<file path="src/rtl/if_id_stage.sv">
// if_id_stage: IF/ID pipeline register with field slicing, extender control and
// unsupported-opcode detection; supports stall, flush and bubble insertion.
module if_id_stage #(
    parameter logic [31:0] RESET_PC = 32'h0000_3000
) (
    input  logic        clk,
    input  logic        reset,
    input  logic [31:0] instr_in,
    input  logic [31:0] pc4_in,
    input  logic        valid_in,
    input  logic        stall,
    input  logic        flush,
    output logic [31:0] instr_q,
    output logic [31:0] pc4_q,
    output logic        valid_q,
    output logic [5:0]  opcode,
    output logic [4:0]  rs,
    output logic [4:0]  rt,
    output logic [4:0]  rd,
    output logic [4:0]  shamt,
    output logic [5:0]  funct,
    output logic [15:0] imm16,
    output logic        extcon,
    output logic        illegal_q
);
    logic [31:0] instr_d, pc4_d;
    logic        valid_d, extcon_d, extcon_q, illegal_d;
    logic [5:0]  op_in;
    logic        supported, ext_in, bubble;

    assign op_in = instr_in[31:26];
    // andi/ori/xori/lui (0x0C-0x0F) are the only zero-extending immediates
    assign ext_in = op_in[5:2] != 4'b0011;
    assign bubble = flush || (!stall && !valid_in);

    always_comb begin
        supported = 1'b0;
        case (op_in)
            6'h00, 6'h02, 6'h03, 6'h04, 6'h05, 6'h08, 6'h09, 6'h0A,
            6'h0C, 6'h0D, 6'h0E, 6'h0F, 6'h23, 6'h2B: supported = 1'b1;
            default: supported = 1'b0;
        endcase
    end

    always_comb begin
        instr_d   = bubble ? 32'h0 : stall ? instr_q : instr_in;
        pc4_d     = stall && !flush ? pc4_q : pc4_in;
        valid_d   = bubble ? 1'b0 : stall ? valid_q : 1'b1;
        extcon_d  = bubble ? 1'b1 : stall ? extcon_q : ext_in;
        illegal_d = bubble ? 1'b0 : stall ? illegal_q : !supported;
    end

    always_ff @(posedge clk or posedge reset) begin
        if (reset) begin
            instr_q   <= 32'h0;
            pc4_q     <= RESET_PC;
            valid_q   <= 1'b0;
            extcon_q  <= 1'b1;
            illegal_q <= 1'b0;
        end else begin
            instr_q   <= instr_d;
            pc4_q     <= pc4_d;
            valid_q   <= valid_d;
            extcon_q  <= extcon_d;
            illegal_q <= illegal_d;
        end
    end

    assign extcon = extcon_q;
    assign opcode = instr_q[31:26];
    assign rs     = instr_q[25:21];
    assign rt     = instr_q[20:16];
    assign rd     = instr_q[15:11];
    assign shamt  = instr_q[10:6];
    assign funct  = instr_q[5:0];
    assign imm16  = instr_q[15:0];
endmodule
</file>
<file path="config.mk">
export PLATFORM = sky130hd
export DESIGN_NAME = if_id_stage
export DESIGN_NICKNAME = d
export VERILOG_FILES = /design/src/rtl/if_id_stage.sv
export SDC_FILE = /design/constraint.sdc
export NUM_CORES = 1
export LEC_CHECK = 0
export ABC_AREA = 0
export BUFFER_PORTS_ARGS = -buffer_cell sky130_fd_sc_hd__buf_2
export CAP_MARGIN = 40
export CORE_MARGIN = 2
export CORE_UTILIZATION = 40
export CTS_BUF_LIST = sky130_fd_sc_hd__clkbuf_8 sky130_fd_sc_hd__clkbuf_16
export CTS_CLUSTER_DIAMETER = 30
export CTS_CLUSTER_SIZE = 16
export DETAILED_ROUTE_END_ITERATION = 8
export GPL_TIMING_DRIVEN = 1
export PLACE_DENSITY_LB_ADDON = 0.25
export SYNTH_ARGS = -nofsm -noshare
export SYNTH_HDL_FRONTEND = slang
export SYNTH_SLANG_ARGS = --single-unit
</file>
<file path="constraint.sdc">
create_clock -name clk -period 2.7 [get_ports clk]
set_input_delay 0.405 -clock clk [delete_from_list [all_inputs] [get_ports clk]]
set_output_delay 0.405 -clock clk [all_outputs]
set_load 0.01 [all_outputs]
</file>
; After elaboration in Yosys (flattened, before gate mapping)
; Memories as Yosys holds them, arrays and structs flattened.
; Cells that the tools add are included.
[word_totals]
output_inout_bits = 115
rom_bits = 64
wordCells = 23
ff_bits = 67
in_bits = 69
mem_count = 1
[op_classes]
n_mux = 8
n_eq_ne = 2
n_reduce_logical = 7
[mem_list]
columns = name, words, width, read_ports, rd_ports_with_merged_regs, write_ports, line_no
row1 = (name not given), 64, 1, 1, 0, 0, 38  ; case (op_in)
[op_table]
columns = operator, count
row1 = 2-to-1 mux 32 bit, 2
row2 = 2-to-1 mux 1 bit, 6
row3 = zero test 1 bit, 4
row4 = "inequality test 4 x 2 -> 1 bit, second input constant", 1
row5 = logical AND 1 bit, 2
row6 = "inequality test 2 x 1 -> 1 bit, second input constant", 1
row7 = logical OR 1 bit, 1

; Logic depth before layout (Yosys ltp)
[depth]
ltp_word = 4
depth_mapped = 4

; Worst setup path after synthesis
; OpenSTA, ideal clock, no wires.
[synth_timing]
path_kind = input to register
start = input instr_in[28]
end = register illegal_q
setup_slack_ns = 1.492
t_arrival_ns = 1.086
required_time_ns = 2.578
cell_stages = 3
n_path_buf = 0
path_cell_list = nand2b_4 or3_1 a32o_1
[synth_between]
elab_chain_len = 4
[synth_rtl]
columns = element, line_no
row1 = start: declaration, 8  ; input logic [31:0] instr_in,
row2 = memory read (64 x 1 bit), -
row3 = zero test 1 bit, 50  ; illegal_d = bubble ? 1'b0 : stall ? illegal_q : !supported;
row4 = 2-to-1 mux 1 bit (2 in a row), 50
row5 = end signal: assignment, 65  ; illegal_q <= illegal_d;
row6 = end: declaration, 24  ; output logic illegal_q
; Every way passes these cells. The select of a mux whose other input is x is not followed.
; A chain may end at the register's enable or synchronous reset.

; Worst setup path in the final report
[layout_timing]
start = register extcon_q (netlist: extcon)
end = output extcon
[layout_lines]
columns = element, line_no
row1 = start: declaration, 27  ; logic valid_d, extcon_d, extcon_q, illegal_d;
row2 = start signal: assignment, 64  ; extcon_q <= extcon_d;
row3 = end: declaration, 23  ; output logic extcon,
; No word-level cell between the ends.

==> metrics.md <==
| Metric | Value |
|---|---|
| Setup ws final | `1310 ps` |
| Period utilisation layout | `51.5%` |
| R2R cell count | `2` |
| Max-slew headroom | `60.7%` |
| Final Hold Fails | `0` |
| Crit-path cells | `buf_2` |
| Tightest Pin Transition | `588 ps` |
| Inserted Clock Buffers | `9` |
| Commonest non-fill, non-tap cell in the layout | `buf_2` |
| Final Critical Period | `1390 ps` |
| Max Buffers Root-to-Sink | `2` |
| Worst path depth | `1` |
| CTS sink count | `67` |
| Die extent in y | `89.2 µm` |
| DP Worst Slack | `1190 ps` |
| Total number of H-tree levels | `3` |
| CP required | `2300 ps` |
| Synthesized cell area | `2900 µm²` |
| Synth top area share | `55.2%` |
| Worst Path Buf+Inv | `1` |
| Largest net degree at the start of global routing | `68` |
| Total gr overflow | `0` |
| GPL Wtd Cong | `0.671` |
| Die area | `7950 µm²` |
| Max FO, Critical Path | `2` |
| Routed wire length | `6030 µm` |
| Root Buffer | `clkbuf_8` |
| Synth Warn # | `0` |
| GRT Total Usage | `14.5%` |
| Crit. End Element | `output pin` |
| HPWL after detailed placement | `4300 µm` |
| Die width | `89.2 µm` |
| P per Cell Area | `593 nW/µm²` |
| Leak | `2.09 nW` |
| Number of global-route vias before repair | `1,914` |
| Final nets | `411` |
| M3 GR Usage | `5.91%` |
| Peak supply drop | `0.265 mV` |
| Cell family with most CP delay | `flip-flops` |
| RSZ-0062 raised after global routing | `false` |
| Busiest layer in global routing | `met2` |
| DRT antenna net count | `0` |
| Syn avg cell area | `14.3 µm²` |
| DR WL/cell | `13.5 µm` |
| Startpoint class of the critical path | `flop` |
| FMAX | `719 MHz` |
| Crit path kind | `reg -> out` |
| Drc violations | `0` |
| Antenna diodes | `0` |
| Antenna violations before repair | `0` |
| Area grow syn2layout | `28.2%` |
| Clock Latency Late Sink | `320 ps` |
| Clk slew on worst S/H paths | `70 ps` |
| Synthesized flop and latch total | `67` |
| Worst path arrival time | `990 ps` |
| Slowest cell delay on critical path | `530 ps` |
| Cell area after layout | `3720 µm²` |
| Status | `complete, no violations` |
| Final Skew | `0 ps` |
| Sequential-to-total area share from yosys stat | `57.9%` |
| Via density | `4.63` |
| Core box area | `7140 µm²` |
| Area leader, netlist | `dfrtp_1` |
| Area post-placement | `3530 µm²` |
| Post-CTS Setup Bufs | `0` |
| Top cells by area, synth | `dfrtp_1 55%, buf_4 13%, mux2_2 12%, a22o_1 9.4%, dfstp_2 2.7%` |
| Max Cap Viol | `0` |
| CTS tree | `yes` |
| First drt pass iteration count | `4` |
| Port Buffers | `183` |
| Initial Util | `40.7%` |
| Initial drt markers | `32` |
| IO Pins | `184` |
| R2R Setup Slk | `1890 ps` |
| Vias | `2,066` |
| Layout cell share with drive strength beyond 1 | `69.5%` |
| Synth Net Count | `272` |
| Inst Count DP | `430` |
| Hold Buf Count CTS | `0` |
| GR Layer Usage met1 | `16.9%` |
| Met2 GRT Util | `23.3%` |
| Row cnt | `31` |
| Count of different cell masters after synthesis | `20` |
| # setup viols final | `0` |
| Setup TNS | `0 ps` |
| Crit-path slowest cell | `dfstp_2` |
| Worst Hold Class | `in -> async` |
| Post_cts resized | `0` |
| First-pass GRT wire length | `8860 µm` |
| Final Instance Count excl. Fillers | `446` |
| Most frequent cells in the layout | `183 x buf_2, 64 x dfrtp_1, 32 x mux2_2` |
| Gate Count Post-Synth | `203` |
| Slew Viols, Final | `0` |
-- kinds of logic (layout without fill, tap and decap cells) --
group           after synthesis  after routing  synth area share, %
compound gates               36             36                 10.9
xor+xnor                      1              1                0.302
mux                          32             32                 12.4
simple gates                  8              8                 2.41
flops                        67             67                 57.9
buf+inv                      59            203                 16.0
-- per-layer routing --
layer	vias up	part of all wire, %
li1	944	-
met1	991	40
met2	120	47
met3	11	11
met4	0	1.5
met5	-	0
-- through the flow --
stage               power (mW)  hold WS (ps)  util, %
floorplan                 1.31           489        -
global placement          1.43           456     49.4
detailed placement        1.43           460     49.4
CTS                       2.25           149     52.1
global route              2.32           188     52.1
finish                    2.21           135     52.1
-- cells in the mapped netlist --
library cell  instances
mux2_2               32
dfrtp_1              64
or3_1                 1
nand2_1               2
a41oi_1               1
o221ai_1              1
nor3b_4               1
buf_4                51
nor2_1                1
nor2b_1               1
a32o_1                1
inv_1                 1
dfstp_2               3
a22o_1               31
a22o_2                1
a21o_1                1
nor2b_4               1
xor2_1                1
nand2b_4              1
buf_6                 7
-- cell type report --
| class | count | area [µm²] |
|---|---|---|
| fill | 706 | 3420 |
| sequential | 67 | 1680 |
| inverter | 1 | 3.75 |
| clock buffer | 10 | 138 |
| tap | 99 | 124 |
| clock inverter | 6 | 56.3 |
| multi-input combinational | 77 | 756 |
| timing repair buffer | 186 | 963 |
-- worst register-to-register path, stage by stage (launching register included) --
cell	delay, ps
dfstp_2	530
nor2b_1	40
a41oi_1	160
-- power breakdown --
group | switching (mW) | total [mW] | internal, mW
clock network | 0.357 | 0.800 | 0.443
logic | 0.154 | 0.308 | 0.154
registers | 0.0337 | 1.10 | 1.07
-- worst paths after layout --
check | startpoint | end
hold / removal | reset | pc4_q[5]
hold reg to reg | valid_q | valid_q
max in group asynchronous | reset | extcon
setup / recovery | extcon | extcon
min in group clk | instr_in[6] | instr_q[6]
setup reg to reg | extcon | extcon
-- registers in the layout, summed over array words and instances, names as in the netlist --
signal     count
illegal_q      1
instr_q       32
valid_q        1
pc4_q         32
extcon         1
(Power assumes the default switching activity.)
